$ cat config.mk
export PLATFORM = sky130hd
export DESIGN_NAME = fifo_rd_ctrl_wifi_flat
export DESIGN_NICKNAME = d
export VERILOG_FILES = /design/src/rtl/fifo_rd_ctrl_wifi_if.sv /design/src/rtl/fifo_rd_ctrl_wifi.sv /design/src/flat_wrapper.sv
export SDC_FILE = /design/constraint.sdc
export NUM_CORES = 1
export LEC_CHECK = 0
export ABC_AREA = 1
export CAP_MARGIN = 20
export CORE_MARGIN = 5
export CORE_UTILIZATION = 40
export CTS_CLUSTER_SIZE = 20
export DETAILED_ROUTE_END_ITERATION = 10
export DONT_BUFFER_PORTS = 1
export GPL_TIMING_DRIVEN = 0
export PLACE_DENSITY = 0.66
export SLEW_MARGIN = 10
export SYNTH_ARGS = -nofsm -noshare
export SYNTH_HDL_FRONTEND = slang
export SYNTH_SLANG_ARGS = --single-unit
$ cat constraint.sdc
create_clock -name CLK -period 5.2 [get_ports CLK]
set_input_delay 1.04 -clock CLK [delete_from_list [all_inputs] [get_ports CLK]]
set_output_delay 1.04 -clock CLK [all_outputs]
set_load 0.02 [all_outputs]
$ cat src/rtl/fifo_rd_ctrl_wifi_if.sv
// Read-side bundle of the WiFi PHY sample FIFO: writer pointer in, RAM read port,
// and the valid/ready sample stream toward the TX datapath.
`timescale 1ns/1ps
interface fifo_rd_ctrl_wifi_if #(
  parameter int ADDR_FIFO  = 8,
  parameter int DATA_WIDTH = 8
);
  logic [ADDR_FIFO:0]    W_Ptr;
  logic                  Flush;
  logic [ADDR_FIFO-1:0]  R_Addr;
  logic                  R_CLK_en;
  logic [DATA_WIDTH-1:0] R_Data;
  logic [DATA_WIDTH-1:0] M_Data;
  logic                  M_Valid;
  logic                  M_Ready;
  logic                  Empty;
  logic [ADDR_FIFO:0]    Level;
  logic                  Err;

  modport master (
    input  W_Ptr, Flush, R_Data, M_Ready,
    output R_Addr, R_CLK_en, M_Data, M_Valid, Empty, Level, Err
  );

  modport slave (
    output W_Ptr, Flush, R_Data, M_Ready,
    input  R_Addr, R_CLK_en, M_Data, M_Valid, Empty, Level, Err
  );
endinterface

$ cat src/rtl/fifo_rd_ctrl_wifi.sv
// Read controller for the WiFi PHY sample FIFO RAM: issues reads, hides the RAM's
// one-cycle latency behind a 3-word buffer. Optional pointer check: FIFO_RD_CTRL_WIFI_ERR_EN.
`timescale 1ns/1ps
module fifo_rd_ctrl_wifi #(
  parameter int ADDR_FIFO  = 8,
  parameter int DATA_WIDTH = 8,
  parameter int DEPTH_FIFO = 200
) (
  input  logic                CLK,
  input  logic                RST_n,
  fifo_rd_ctrl_wifi_if.master bus
);
  localparam int                   LW        = ADDR_FIFO + 2;
  localparam logic [LW-1:0]        DEPTH_X   = LW'(DEPTH_FIFO);
  localparam logic [ADDR_FIFO-1:0] LAST_ADDR = ADDR_FIFO'(DEPTH_FIFO - 1);

  localparam logic [1:0] ST_EMPTY = 2'd0;
  localparam logic [1:0] ST_ONE   = 2'd1;
  localparam logic [1:0] ST_TWO   = 2'd2;
  localparam logic [1:0] ST_THREE = 2'd3;

  logic [ADDR_FIFO:0]    r_ptr_r;
  logic [1:0]            state_r;
  logic [1:0]            state_next_s;
  logic [1:0]            wr_idx_s;
  logic                  inflight_r;
  logic [DATA_WIDTH-1:0] buf0_r;
  logic [DATA_WIDTH-1:0] buf1_r;
  logic [DATA_WIDTH-1:0] buf2_r;
  logic [LW-1:0]         w_x_s;
  logic [LW-1:0]         r_x_s;
  logic [LW-1:0]         level_x_s;
  logic [2:0]            credit_s;
  logic                  m_valid_s;
  logic                  pop_s;
  logic                  push_s;
  logic                  issue_s;

  // Two spare bits keep an overrun (negative or >DEPTH) level distinguishable.
  assign w_x_s = {2'b00, bus.W_Ptr[ADDR_FIFO-1:0]};
  assign r_x_s = {2'b00, r_ptr_r[ADDR_FIFO-1:0]};

  // Unread RAM entries between the writer and reader pointers.
  always_comb begin
    if (bus.W_Ptr[ADDR_FIFO] == r_ptr_r[ADDR_FIFO]) begin
      level_x_s = w_x_s - r_x_s;
    end else begin
      level_x_s = DEPTH_X - r_x_s + w_x_s;
    end
  end

  assign m_valid_s = (state_r != ST_EMPTY);
  assign pop_s     = m_valid_s & bus.M_Ready;
  assign push_s    = inflight_r;
  assign wr_idx_s  = state_r - {1'b0, pop_s};
  assign credit_s  = {1'b0, state_r} + {2'b00, inflight_r} - {2'b00, pop_s};
  assign issue_s   = (level_x_s != {LW{1'b0}}) & RST_n & ~bus.Flush & (credit_s < 3'd3);

  assign bus.R_Addr   = r_ptr_r[ADDR_FIFO-1:0];
  assign bus.R_CLK_en = issue_s;
  assign bus.M_Data   = buf0_r;
  assign bus.M_Valid  = m_valid_s;
  assign bus.Level    = level_x_s[ADDR_FIFO:0];
  assign bus.Empty    = (level_x_s == {LW{1'b0}}) & ~inflight_r & (state_r == ST_EMPTY);

  // Buffer occupancy state: push raises, pop lowers, both together hold.
  always_comb begin
    state_next_s = state_r;
    case (state_r)
      ST_EMPTY: begin
        if (push_s) state_next_s = ST_ONE;
        else        state_next_s = ST_EMPTY;
      end
      ST_ONE: begin
        if (push_s & ~pop_s)      state_next_s = ST_TWO;
        else if (~push_s & pop_s) state_next_s = ST_EMPTY;
        else                      state_next_s = ST_ONE;
      end
      ST_TWO: begin
        if (push_s & ~pop_s)      state_next_s = ST_THREE;
        else if (~push_s & pop_s) state_next_s = ST_ONE;
        else                      state_next_s = ST_TWO;
      end
      ST_THREE: begin
        if (~push_s & pop_s) state_next_s = ST_TWO;
        else                 state_next_s = ST_THREE;
      end
      default: state_next_s = ST_EMPTY;
    endcase
  end

  // Read pointer: skips from DEPTH_FIFO-1 to 0 so non-power-of-two depths wrap cleanly.
  always_ff @(posedge CLK or negedge RST_n) begin
    if (!RST_n) begin
      r_ptr_r <= {(ADDR_FIFO+1){1'b0}};
    end else if (bus.Flush) begin
      r_ptr_r <= bus.W_Ptr;
    end else if (issue_s) begin
      if (r_ptr_r[ADDR_FIFO-1:0] == LAST_ADDR) begin
        r_ptr_r <= {~r_ptr_r[ADDR_FIFO], {ADDR_FIFO{1'b0}}};
      end else begin
        r_ptr_r <= {r_ptr_r[ADDR_FIFO], r_ptr_r[ADDR_FIFO-1:0] + ADDR_FIFO'(1)};
      end
    end
  end

  // Occupancy and in-flight tracking; clearing inflight drops a returning word on flush.
  always_ff @(posedge CLK or negedge RST_n) begin
    if (!RST_n) begin
      state_r    <= ST_EMPTY;
      inflight_r <= 1'b0;
    end else if (bus.Flush) begin
      state_r    <= ST_EMPTY;
      inflight_r <= 1'b0;
    end else begin
      state_r    <= state_next_s;
      inflight_r <= issue_s;
    end
  end

  // Shift-style buffer: entry 0 is always the head, so M_Data is a plain register.
  always_ff @(posedge CLK or negedge RST_n) begin
    if (!RST_n) begin
      buf0_r <= {DATA_WIDTH{1'b0}};
      buf1_r <= {DATA_WIDTH{1'b0}};
      buf2_r <= {DATA_WIDTH{1'b0}};
    end else if (!bus.Flush) begin
      if (pop_s) begin
        buf0_r <= buf1_r;
        buf1_r <= buf2_r;
      end
      if (push_s) begin
        case (wr_idx_s)
          2'd0:    buf0_r <= bus.R_Data;
          2'd1:    buf1_r <= bus.R_Data;
          default: buf2_r <= bus.R_Data;
        endcase
      end
    end
  end

`ifdef FIFO_RD_CTRL_WIFI_ERR_EN
  logic err_r;

  // Sticky pointer error: writer address out of range or writer overran the reader.
  always_ff @(posedge CLK or negedge RST_n) begin
    if (!RST_n) begin
      err_r <= 1'b0;
    end else if (bus.Flush) begin
      err_r <= 1'b0;
    end else if ((w_x_s >= DEPTH_X) || (level_x_s > DEPTH_X)) begin
      err_r <= 1'b1;
    end
  end

  assign bus.Err = err_r;
`else
  assign bus.Err = 1'b0;
`endif
endmodule

$ cat src/flat_wrapper.sv
// flat-port wrapper written by rule: the top's interface ports become plain ports
module fifo_rd_ctrl_wifi_flat 
#(
  parameter int ADDR_FIFO  = 8,
  parameter int DATA_WIDTH = 8,
  parameter int DEPTH_FIFO = 200
)
  (CLK, RST_n, bus_W_Ptr, bus_Flush, bus_R_Data, bus_M_Ready, bus_R_Addr, bus_R_CLK_en, bus_M_Data, bus_M_Valid, bus_Empty, bus_Level, bus_Err);
  fifo_rd_ctrl_wifi_if #(.ADDR_FIFO(ADDR_FIFO), .DATA_WIDTH(DATA_WIDTH)) bus_i ();
  input  logic CLK;
  input  logic RST_n;
  input wire logic [$bits(bus_i.W_Ptr)-1:0] bus_W_Ptr;
  input wire logic [$bits(bus_i.Flush)-1:0] bus_Flush;
  input wire logic [$bits(bus_i.R_Data)-1:0] bus_R_Data;
  input wire logic [$bits(bus_i.M_Ready)-1:0] bus_M_Ready;
  output wire logic [$bits(bus_i.R_Addr)-1:0] bus_R_Addr;
  output wire logic [$bits(bus_i.R_CLK_en)-1:0] bus_R_CLK_en;
  output wire logic [$bits(bus_i.M_Data)-1:0] bus_M_Data;
  output wire logic [$bits(bus_i.M_Valid)-1:0] bus_M_Valid;
  output wire logic [$bits(bus_i.Empty)-1:0] bus_Empty;
  output wire logic [$bits(bus_i.Level)-1:0] bus_Level;
  output wire logic [$bits(bus_i.Err)-1:0] bus_Err;
  assign bus_i.W_Ptr = bus_W_Ptr;
  assign bus_i.Flush = bus_Flush;
  assign bus_i.R_Data = bus_R_Data;
  assign bus_i.M_Ready = bus_M_Ready;
  assign bus_R_Addr = bus_i.R_Addr;
  assign bus_R_CLK_en = bus_i.R_CLK_en;
  assign bus_M_Data = bus_i.M_Data;
  assign bus_M_Valid = bus_i.M_Valid;
  assign bus_Empty = bus_i.Empty;
  assign bus_Level = bus_i.Level;
  assign bus_Err = bus_i.Err;
  fifo_rd_ctrl_wifi #(.ADDR_FIFO(ADDR_FIFO), .DATA_WIDTH(DATA_WIDTH), .DEPTH_FIFO(DEPTH_FIFO)) u_core (.CLK(CLK), .RST_n(RST_n), .bus(bus_i));
endmodule
==> results of run 1 <==
layer usage:
layer	vias to the layer above	routed length, um	share of wire, %
met5	-	0	0
met2	56	3820	47
met3	5	480	5.9
li1	1525	-	-
met1	1343	3820	47
met4	0	48	0.59
report_power, final:
part	switching, W	internal (W)	leakage (nW)
clock	0.000102	0.000108	0.0445
sequential	0.000110	0.000377	0.441
combinational	0.000447	0.000251	1.42
total	0.000659	0.000736	1.90
area by class of cell:
type                    instances  area [um2]
clock buffers                   7        86.3
flip-flops and latches         36         901
fillers                       839        4610
clock inverters                 1        7.51
multi-input cells             324        1960
plain buffers                  18         119
well taps                     105         131
inverters                      96         360
cells in the final DEF (no fill, tap or decap), types with 6 or more instances in the layout:
cell	synthesis	final
sky130_fd_sc_hd__inv_1	92	92
sky130_fd_sc_hd__nand2_1	91	91
sky130_fd_sc_hd__nand3_1	42	42
sky130_fd_sc_hd__dfrtp_1	36	36
sky130_fd_sc_hd__o21ai_0	35	35
sky130_fd_sc_hd__ha_1	23	23
sky130_fd_sc_hd__a21oi_1	20	20
sky130_fd_sc_hd__nor2_1	17	17
sky130_fd_sc_hd__nand2_2	15	15
sky130_fd_sc_hd__o22ai_1	11	11
sky130_fd_sc_hd__nand2_4	9	9
sky130_fd_sc_hd__buf_4	9	9
sky130_fd_sc_hd__nand3_2	8	8
sky130_fd_sc_hd__clkbuf_1	7	8
sky130_fd_sc_hd__a22oi_1	8	8
sky130_fd_sc_hd__xor2_1	7	7
sky130_fd_sc_hd__o21ai_2	6	6
sky130_fd_sc_hd__clkbuf_8	0	6
kinds of logic after synthesis:
| group | Yosys count |
|---|---|
| buffers and inverters | 114 |
| XOR/XNOR | 9 |
| AO/OA/AOI/OAI | 85 |
| AND/OR/NAND/NOR | 203 |
| flip-flops | 36 |
| adder cells (fa/ha/maj) | 26 |
| other | 1 |
stage by stage:
step	total power, W	hold slack, ns	cell area [um2]	cells
final	0.00139	0.427	3560	587
after global routing	0.00153	0.417	3560	587
after CTS	0.00140	0.426	3560	587
after detailed placement	0.00119	0.469	3470	579
after global placement	0.00117	0.463	3470	579
after floorplan	0.00106	0.448	3340	474
worst max-delay path, delay by kind of cell (launching register included):
kind,cells,cell delay [ns]
xor gates and xnor gates,1,0.19
DFF,1,0.45
AOI/OAI and AO/OA,1,0.23
adders and majority gates,2,0.58
buffers and inverters,2,0.24
and+or+nand+nor,10,1.68
flip-flops by register name, summed over array words and instances (netlist names):
name and cells:
u_core.r_ptr_r 9, u_core.inflight_r 1, u_core.buf1_r 8, u_core.buf2_r 8, u_core.bus.M_Data 8, u_core.state_r 2
worst min-delay path by stage:
stage | startpoint | to | slack (ns) | cells after the start
after floorplan | u_core.buf2_r[0] | u_core.buf2_r[0] | 0.45 | 2
after global placement | u_core.buf2_r[3] | u_core.buf2_r[3] | 0.46 | 2
after detailed placement | u_core.buf2_r[1] | u_core.buf2_r[1] | 0.47 | 2
after CTS | RST_n | u_core.buf2_r[6] | 0.43 | 0
after global routing | RST_n | u_core.bus.M_Data[1] | 0.42 | 0
final | RST_n | u_core.bus.M_Data[5] | 0.43 | 0
==> impl_metrics.py, run 1 <==
metrics = {
    "global_route": {
        "gr-max-usage-layer": "met2",
        "use_met3_pct": 3.24,
        "number_of_global_route_vias_before_repair": 2855,
        "grt_util_all_layers_pct": 16.6,
        "grt_first_pass_wirelength_mm": 13.5,
        "use_met2_pct": 27.2,
        "grt_max_degree": 38,
        "antenna_found_initial": 0,
        "grt.met1_usage_pct": 22.8,
        "overflow_after_grt": 0,
    },
    "place": {
        "io_buffers": 0,
        "place.detailed.hpwl_mm": 6.48,
        "finalWeightedCongestion": 0.876,
        "placement.setup.worst_slack_ns": 0.710,
    },
    "critical_path": {
        "worstSetupStartpoint": "u_core.r_ptr_r[1]",
        "path_cells": "inv_1 -> ha_1 -> nand2_4 -> nand2_4 -> xor2_1 -> inv_1 -> ha_1 -> nand2_1 -> nand2_1 -> a21oi_1 -> nand3_1 -> nand3_1 -> nand2_2 -> nor2_1 -> nand3b_1 -> nor4_1",
        "worst_ep_arrival_time_ns": 3.68,
        "worstReg2RegStart": "u_core.state_r[1]",
        "critical_path.max_fanout": 5,
        "critPathKind": "reg2out",
        "critical-path-max-stage-delay_ns": 0.78,
        "rrSetupSlack_ns": 1.86,
        "timing.rr.end": "u_core.r_ptr_r[4]",
        "ff2ff_path_depth": 14,
        "cp-endpoint": "bus_Empty",
        "critical_path.endpoint_type": "output pin",
        "worstPathRequired_ns": 4.16,
        "critical_path.startpoint_type": "flip-flop",
        "cpMaxStageDelayCell": "sky130_fd_sc_hd__nor4_1",
    },
    "logic_synthesis": {
        "synth_seq_area_share_pct": 27.0,
        "largest_family_of_logic_cells_by_synthesized_area": "simple AND/OR/NAND/NOR gates",
        "synth_simple_gate_area_share_pct": 31.0,
        "async_reset_ff_share_pct": 100,
        "synthMuxAreaShare_pct": 0,
        "synth-compound-area-share_pct": 14.8,
        "post_synth_num_cell_types": 35,
        "syn_area_um2": 3340,
        "synthAdderAreaFrac_pct": 10.4,
        "yosysTopAreaCellShare_pct": 27.0,
        "syn-num-nets": 521,
        "yosys.cell_count.top_type": "sky130_fd_sc_hd__inv_1",
        "synth_top_cell_by_area": "sky130_fd_sc_hd__dfrtp_1",
        "synth.ff_latch_count": 36,
        "synth_top_cells_by_area": "sky130_fd_sc_hd__dfrtp_1, sky130_fd_sc_hd__inv_1, sky130_fd_sc_hd__nand2_1, sky130_fd_sc_hd__ha_1, sky130_fd_sc_hd__nand3_1",
        "synth_enable_flop_cells": 0,
        "synthesis.instances": 474,
        "synth_top_cells_by_count": "sky130_fd_sc_hd__inv_1, sky130_fd_sc_hd__nand2_1, sky130_fd_sc_hd__nand3_1, sky130_fd_sc_hd__dfrtp_1, sky130_fd_sc_hd__o21ai_0",
        "ys.flop_type": "sky130_fd_sc_hd__dfrtp_1",
        "syn_area_per_cell_um2": 7.05,
        "share_of_the_synthesized_netlist_area_taken_by_xor_and_xnor_gates_pct": 2.36,
        "yosys_warnings": 0,
    },
    "floorplanning": {
        "chipWidth_um": 101,
        "floorplan.rows": 33,
        "die_area_um2": 10300,
        "die_height_um": 101,
        "initial_core_util_pct": 40.8,
        "core_region_area_um2": 8180,
        "design.portCount": 50,
    },
    "timing": {
        "layout_min_cycle_time_ns": 4.72,
        "setup_total_negative_slack_ns": 0,
        "rsz_0062_raised_after_global_routing": "false",
        "worst_pin_slew_ns": 1.01,
        "timing.max_slew.rel_slack_pct": 32.2,
        "finalMaxSlewViolations": 0,
        "highest_achievable_clock_rate_mhz": 212,
        "finalHoldViolations": 0,
        "clock_skew_ns": 0.00772,
        "setup_violation_total_in_the_final_timing_report": 0,
        "period_share_pct": 90.8,
        "setup_ws_final_ns": 0.481,
    },
    "cts": {
        "post-cts-setup-buffers": 0,
        "cts_buffer_count": 5,
        "ctsResizeCount": 0,
        "clock_latency_reported_for_the_late_side_of_the_worst_skew_pair_ns": 0.30,
        "cts.root.buffer_cell": "sky130_fd_sc_hd__clkbuf_8",
        "cts_tree": "done",
        "cts_hold_repair.buffers": 0,
        "path_clk_slew_ns": 0.08,
        "clock_sinks": 36,
        "cts-htree-levels": 2,
        "cts_buffer_depth": 2,
    },
    "layout": {
        "final_core_util_pct": 43.6,
        "syn_to_final_growth_pct": 6.74,
        "antenna_cells_inserted": 0,
        "layout_cell_share_with_drive_strength_beyond_1_pct": 13.9,
        "layout.nets": 528,
    },
    "pwr": {
        "pd_cells_nw_per_um2": 391,
        "peakVddDrop_uv": 126,
        "power.static_leakage_nw": 1.90,
    },
    "min_path": {
        "holdCritPathClass": "in2async",
    },
    "drt": {
        "detail_route.vias_per_cell": 4.99,
        "routed_length_per_instance_um": 13.9,
        "drc_errors": 0,
        "drtPass1Iterations": 4,
        "antenna_left": 0,
        "via_count": 2929,
        "route.final.wire_length_mm": 8.17,
        "detailedRoute.firstIterationViolations": 209,
    },
    "run": {
        "cap_viol_max_count": 0,
    },
    "run_status": {
        "status": "completed",
    },
}
Note: power is estimated with default switching activity, not from simulation.
==> run 2: changes to the inputs <==
- CORE_UTILIZATION: 40 -> 59
- PLACE_DENSITY: 0.66 -> 0.9
- clock period: 5.2 -> 3.9 ns (I/O delays scaled with it)
==> run 2 against run 1 <==
Routed wire length up 3.4%. Total power up 40%. First-iteration DRC count up 44%. Largest power group unchanged.
==> impl_metrics.py, run 2 (synthesis results as in run 1) <==
metrics = {
    "run_status": {
        "status": "completed",
    },
    "floorplanning": {
        "die_height_um": 85.2,
        "design.portCount": 50,
        "chipWidth_um": 85.2,
        "core_region_area_um2": 5510,
        "die_area_um2": 7270,
        "initial_core_util_pct": 60.6,
        "floorplan.rows": 27,
    },
    "pwr": {
        "power.clock.fraction_pct": 14.4,
        "design_power_total_w": 0.00195,
        "pd_cells_nw_per_um2": 534,
        "power.sequential.fraction_pct": 33.9,
        "power.static_leakage_nw": 1.94,
        "share_comb_of_total_power_pct": 51.6,
        "power.switching_w": 0.000927,
        "peakVddDrop_uv": 266,
        "p_int_w": 0.00102,
        "swShare_pct": 47.6,
    },
    "timing": {
        "setup_violation_total_in_the_final_timing_report": 0,
        "setup_ws_final_ns": 0.155,
        "holdWs_ns": 0.163,
        "period_share_pct": 96.0,
        "highest_achievable_clock_rate_mhz": 267,
        "finalHoldViolations": 0,
        "setup_total_negative_slack_ns": 0,
        "timing.max_slew.rel_slack_pct": 50.0,
        "clock_skew_ns": 0.00804,
        "finalMaxSlewViolations": 0,
        "layout_min_cycle_time_ns": 3.74,
        "worst_pin_slew_ns": 0.745,
    },
    "cts": {
        "cts_buffer_count": 5,
        "cts_buffer_depth": 2,
        "path_clk_slew_ns": 0.07,
        "cts.root.buffer_cell": "sky130_fd_sc_hd__clkbuf_8",
        "cts-htree-levels": 2,
        "cts_tree": "done",
        "clock_sinks": 36,
        "cts_hold_repair.buffers": 0,
        "clock_latency_reported_for_the_late_side_of_the_worst_skew_pair_ns": 0.30,
    },
    "layout": {
        "syn_to_final_growth_pct": 9.33,
        "layout_commonest_cell": "sky130_fd_sc_hd__nand2_1",
        "layout.nets": 534,
        "layout_cell_share_with_drive_strength_beyond_1_pct": 18.0,
        "flip_flop_count_of_the_largest_register_after_layout": 9,
        "final_cell_mix": "sky130_fd_sc_hd__nand2_1, sky130_fd_sc_hd__inv_1, sky130_fd_sc_hd__nand3_1",
        "most_flops_register": "u_core.r_ptr_r",
        "antenna_cells_inserted": 0,
    },
    "global_route": {
        "grt_first_pass_wirelength_mm": 14.2,
        "grt_max_degree": 38,
        "grt_util_all_layers_pct": 24.1,
        "overflow_after_grt": 0,
        "antenna_found_initial": 0,
        "number_of_global_route_vias_before_repair": 3124,
    },
    "critical_path": {
        "critical_path.max_fanout": 7,
        "critPathKind": "reg2out",
        "critical_path.startpoint_type": "flip-flop",
        "worstPathRequired_ns": 3.12,
        "rrSetupSlack_ns": 0.93,
        "critical_path.endpoint_type": "output pin",
        "worstReg2RegStart": "u_core.r_ptr_r[1]",
        "worst_ep_arrival_time_ns": 2.96,
        "ff2ff_path_depth": 20,
        "timing.rr.end": "u_core.r_ptr_r[2]",
    },
    "run": {
        "cap_viol_max_count": 0,
    },
    "drt": {
        "drc_errors": 0,
        "detailedRoute.firstIterationViolations": 300,
        "antenna_left": 0,
        "routed_length_per_instance_um": 15.1,
        "detail_route.vias_per_cell": 5.72,
        "via_count": 3205,
        "route.final.wire_length_mm": 8.45,
        "drtPass1Iterations": 5,
    },
    "place": {
        "finalWeightedCongestion": 0.881,
        "placement.setup.worst_slack_ns": -0.131,
        "place.detailed.hpwl_mm": 6.41,
        "io_buffers": 0,
    },
    "min_path": {
        "holdCritPathClass": "in2async",
    },
}
-- run 2: cell types whose count changed in the layout (fill, tap and decap cells not counted), moves of 3 or more --
cell                      change
sky130_fd_sc_hd__inv_1        -4
sky130_fd_sc_hd__dfrtp_1      -3
sky130_fd_sc_hd__buf_4        +6
sky130_fd_sc_hd__dfrtp_2      +3
-- run 2: routing by layer --
metal | up-vias | global-route usage, % | part of all wire (%)
met2 | 135 | 40.0 | 48
met5 | - | 0 | 0
met3 | 27 | 5.05 | 7.1
met1 | 1511 | 30.7 | 42
li1 | 1532 | - | -
met4 | 0 | 9.78 | 2.3
-- run 2: area by class of cell --
| cell class | count | area (um2) |
|---|---|---|
| repair buffers | 6 | 45.0 |
| fillers | 456 | 1860 |
| flip-flops and latches | 36 | 905 |
| well taps | 72 | 90.1 |
| plain buffers | 18 | 119 |
| inverters | 96 | 369 |
| multi-input cells | 324 | 2030 |
| clock buffers | 8 | 90.1 |
-- run 2: stage by stage --
step | instances | utilization, % | instance area [um2]
final | 560 | 66.3 | 3650
after floorplan | 474 | - | 3340
after global placement | 546 | 62.3 | 3430
after global routing | 560 | 66.3 | 3650
after CTS | 555 | 65.1 | 3590
after detailed placement | 546 | 62.3 | 3430
-- run 2: critical path, stage by stage (launching register included) --
cell and delay (ns):
sky130_fd_sc_hd__dfrtp_2 0.44, sky130_fd_sc_hd__inv_4 0.10, sky130_fd_sc_hd__ha_4 0.15, sky130_fd_sc_hd__nand2_4 0.05
sky130_fd_sc_hd__nand2_4 0.07, sky130_fd_sc_hd__nand2_4 0.06, sky130_fd_sc_hd__xor2_1 0.15, sky130_fd_sc_hd__ha_1 0.35
sky130_fd_sc_hd__buf_4 0.16, sky130_fd_sc_hd__nand2_1 0.08, sky130_fd_sc_hd__inv_1 0.04, sky130_fd_sc_hd__a21oi_1 0.17
sky130_fd_sc_hd__nand3_1 0.11, sky130_fd_sc_hd__nand3_2 0.10, sky130_fd_sc_hd__nand2_4 0.10, sky130_fd_sc_hd__nor2_4 0.10
sky130_fd_sc_hd__nand3_2 0.09, sky130_fd_sc_hd__nand2_4 0.14, sky130_fd_sc_hd__clkinvlp_4 0.19
-- run 2: power groups by stage --
stage	clock, W	combinational, W	sequential, W
final	0.000281	0.00101	0.000661
after global routing	0.000297	0.00113	0.000678
after CTS	0.000278	0.000967	0.000660
after detailed placement	0	0.000932	0.000661
after global placement	0	0.000891	0.000652
after floorplan	0	0.000778	0.000629
-- run 2: worst max path at each step --
| stage | startpoint | endpoint | slack, ns | depth (start not counted) |
|---|---|---|---|---|
| floorplan | u_core.r_ptr_r[1] | bus_Empty | 0.27 | 16 |
| global placement | u_core.r_ptr_r[1] | bus_Empty | -0.08 | 16 |
| detailed placement | u_core.r_ptr_r[1] | bus_Empty | -0.13 | 16 |
| CTS | u_core.r_ptr_r[1] | bus_Empty | 0.01 | 16 |
| global route | u_core.r_ptr_r[1] | bus_Empty | -0.03 | 16 |
| finish | u_core.r_ptr_r[1] | bus_R_CLK_en | 0.16 | 18 |
-- run 2: repair_timing --
item                                    in CTS  in global routing
gates resized for setup                     16                  6
setup buffers                                1                  5
endpoints found under the setup margin       2                  2
endpoints found under the hold margin        0                  0
pin swaps                                    2                  2
==> run 3: changes to the inputs <==
- CAP_MARGIN: 20 -> 30
- CORE_UTILIZATION: 59 -> 62
- SLEW_MARGIN: 10 -> 15
- clock period: 3.9 -> 4.4 ns (I/O delays scaled with it)
==> run 3 against run 2 <==
Clock skew grew 0.0024 ns. Register-to-register slack improved by 0.27 ns. Worst setup slack improved by 0.13 ns. Non-clock buffer count down 6. Utilization up 2.4 points. Design area fell by 2.6%. Count of clock-buffer cells in the layout down 3. Cell count decreased by 1.4%. Sequential share of layout area grew 0.56 points. Sequential power shrank 12%. Routed wire length is 2.5% lower.
==> impl_metrics.py, run 3 (synthesis results as in run 1) <==
metrics = {
    "drt": {
        "drc_errors": 0,
        "detailedRoute.firstIterationViolations": 297,
        "antenna_left": 0,
        "via_count": 3123,
        "detail_route.vias_per_cell": 5.66,
        "routed_length_per_instance_um": 14.9,
        "route.final.wire_length_mm": 8.23,
        "drtPass1Iterations": 5,
    },
    "global_route": {
        "use_met2_pct": 38.9,
        "use_met3_pct": 6.53,
        "gr-max-usage-layer": "met2",
        "grt.met1_usage_pct": 33.2,
        "number_of_global_route_vias_before_repair": 3101,
        "grt_first_pass_wirelength_mm": 14.3,
        "overflow_after_grt": 0,
        "antenna_found_initial": 0,
        "grt_util_all_layers_pct": 24.6,
        "grt_max_degree": 38,
    },
    "timing": {
        "highest_achievable_clock_rate_mhz": 243,
        "rsz_0062_raised_after_global_routing": "false",
        "period_share_pct": 93.5,
        "clock_skew_ns": 0.0105,
        "worst_pin_slew_ns": 0.747,
        "setup_violation_total_in_the_final_timing_report": 0,
        "timing.max_slew.rel_slack_pct": 49.9,
        "layout_min_cycle_time_ns": 4.11,
        "finalMaxSlewViolations": 0,
        "setup_total_negative_slack_ns": 0,
        "setup_ws_final_ns": 0.286,
        "finalHoldViolations": 0,
    },
    "critical_path": {
        "critPathKind": "reg2out",
        "path_cells": "nor2_1 -> inv_1 -> nand2_2 -> inv_1 -> ha_1 -> inv_1 -> ha_1 -> fa_1 -> xnor2_1 -> a211oi_1 -> nand2_4 -> inv_1",
        "worstPathRequired_ns": 3.52,
        "cpMaxStageDelayCell": "sky130_fd_sc_hd__dfrtp_1",
        "worst_ep_arrival_time_ns": 3.23,
        "critical_path.startpoint_type": "flip-flop",
        "critical_path.max_fanout": 10,
        "critical-path-max-stage-delay_ns": 0.42,
        "critical_path.endpoint_type": "output pin",
        "critical-path-top-cell-by-count": "sky130_fd_sc_hd__inv_1",
    },
    "layout": {
        "layout_commonest_cell": "sky130_fd_sc_hd__inv_1",
        "most_flops_register": "u_core.r_ptr_r",
        "layout.nets": 528,
        "layout_cell_share_with_drive_strength_beyond_1_pct": 14.5,
        "flip_flop_count_of_the_largest_register_after_layout": 9,
        "final_cell_mix": "sky130_fd_sc_hd__inv_1, sky130_fd_sc_hd__nand2_1, sky130_fd_sc_hd__nand3_1",
        "antenna_cells_inserted": 0,
        "syn_to_final_growth_pct": 6.48,
    },
    "floorplanning": {
        "floorplan.rows": 26,
        "die_area_um2": 6950,
        "core_region_area_um2": 5170,
        "chipWidth_um": 83.4,
        "die_height_um": 83.4,
        "design.portCount": 50,
        "initial_core_util_pct": 64.6,
    },
    "cts": {
        "path_clk_slew_ns": 0.08,
        "clock_sinks": 36,
        "cts.root.buffer_cell": "sky130_fd_sc_hd__clkbuf_8",
        "post-cts-setup-buffers": 0,
        "cts_buffer_count": 5,
        "clock_latency_reported_for_the_late_side_of_the_worst_skew_pair_ns": 0.30,
        "cts-htree-levels": 2,
        "cts_tree": "done",
        "cts_buffer_depth": 2,
    },
    "pwr": {
        "power.static_leakage_nw": 1.92,
        "pd_cells_nw_per_um2": 482,
        "peakVddDrop_uv": 289,
    },
    "place": {
        "finalWeightedCongestion": 0.917,
        "placement.setup.worst_slack_ns": 0.281,
        "io_buffers": 0,
        "place.detailed.hpwl_mm": 6.39,
    },
    "run_status": {
        "status": "completed",
    },
    "run": {
        "cap_viol_max_count": 0,
    },
    "min_path": {
        "holdCritPathClass": "in2async",
    },
}
run 3: cell types whose count changed in the layout (fill, tap and decap cells not counted), sizes merged:
| cell | delta |
|---|---|
| clkinv | +1 |
| inv | +1 |
| buf | -6 |
| bufinv | +1 |
| clkbuf | -3 |
run 3: worst max-delay path, delay by kind of cell, from the launching register on:
kind                       cells  cell delay (ns)
adders and majority gates      3             0.91
xor gates and xnor gates       1             0.14
AOI/OAI and AO/OA              1             0.32
buffers and inverters          4             0.59
DFF                            1             0.42
and+or+nand+nor                3             0.55
run 3: repair_timing:
item                                   CTS  global route
hold buffers                             0             0
endpoints found under the hold margin    0             0
setup endpoints to repair                1             2
resized for setup                        1             2
run 3: power breakdown:
part	switching, W	internal, W	total [W]
Clock	0.000125	0.000168	0.000292
Combinational	0.000545	0.000298	0.000843
Sequential	0.000134	0.000445	0.000580
run 3: final cells by class:
type,instances,area [um2]
Fill cell,412,1620
Tap cell,70,87.6
Clock buffer,5,68.8
Clock inverter,3,42.5
Sequential cell,36,901
Multi-Input combinational cell,324,1980
Buffer,18,119
Inverter,96,360
run 3: final timing paths:
kind | start | end | slack (ns) | cells past startpoint
setup / recovery | u_core.state_r[1] | bus_R_CLK_en | 0.29 | 12
min in group CLK | u_core.buf2_r[2] | u_core.buf2_r[2] | 0.49 | 2
hold / removal | RST_n | u_core.buf1_r[3] | 0.27 | 0
hold reg to reg | u_core.buf2_r[2] | u_core.buf2_r[2] | 0.49 | 2
max in group asynchronous | RST_n | u_core.buf1_r[0] | 4.05 | 0
setup reg to reg | u_core.state_r[1] | u_core.r_ptr_r[4] | 1.20 | 14
run 3: through the flow:
step / utilization [%] / cells / total power [W] / hold WS, ns / area, um2
after global placement: 66.3 / 544 / 0.00137 / 0.463 / 3430
after global routing: 68.7 / 552 / 0.00185 / 0.266 / 3560
after CTS: 68.5 / 552 / 0.00170 / 0.272 / 3540
after floorplan: - / 474 / 0.00125 / 0.448 / 3340
after detailed placement: 66.3 / 544 / 0.00141 / 0.468 / 3430
final: 68.7 / 552 / 0.00171 / 0.270 / 3560
run 3: per-layer routing:
metal  vias up  wire, um
met1      1442      3590
met2       135      3740
met4         0       139
met3        21       769
li1       1525         -
met5         -         0
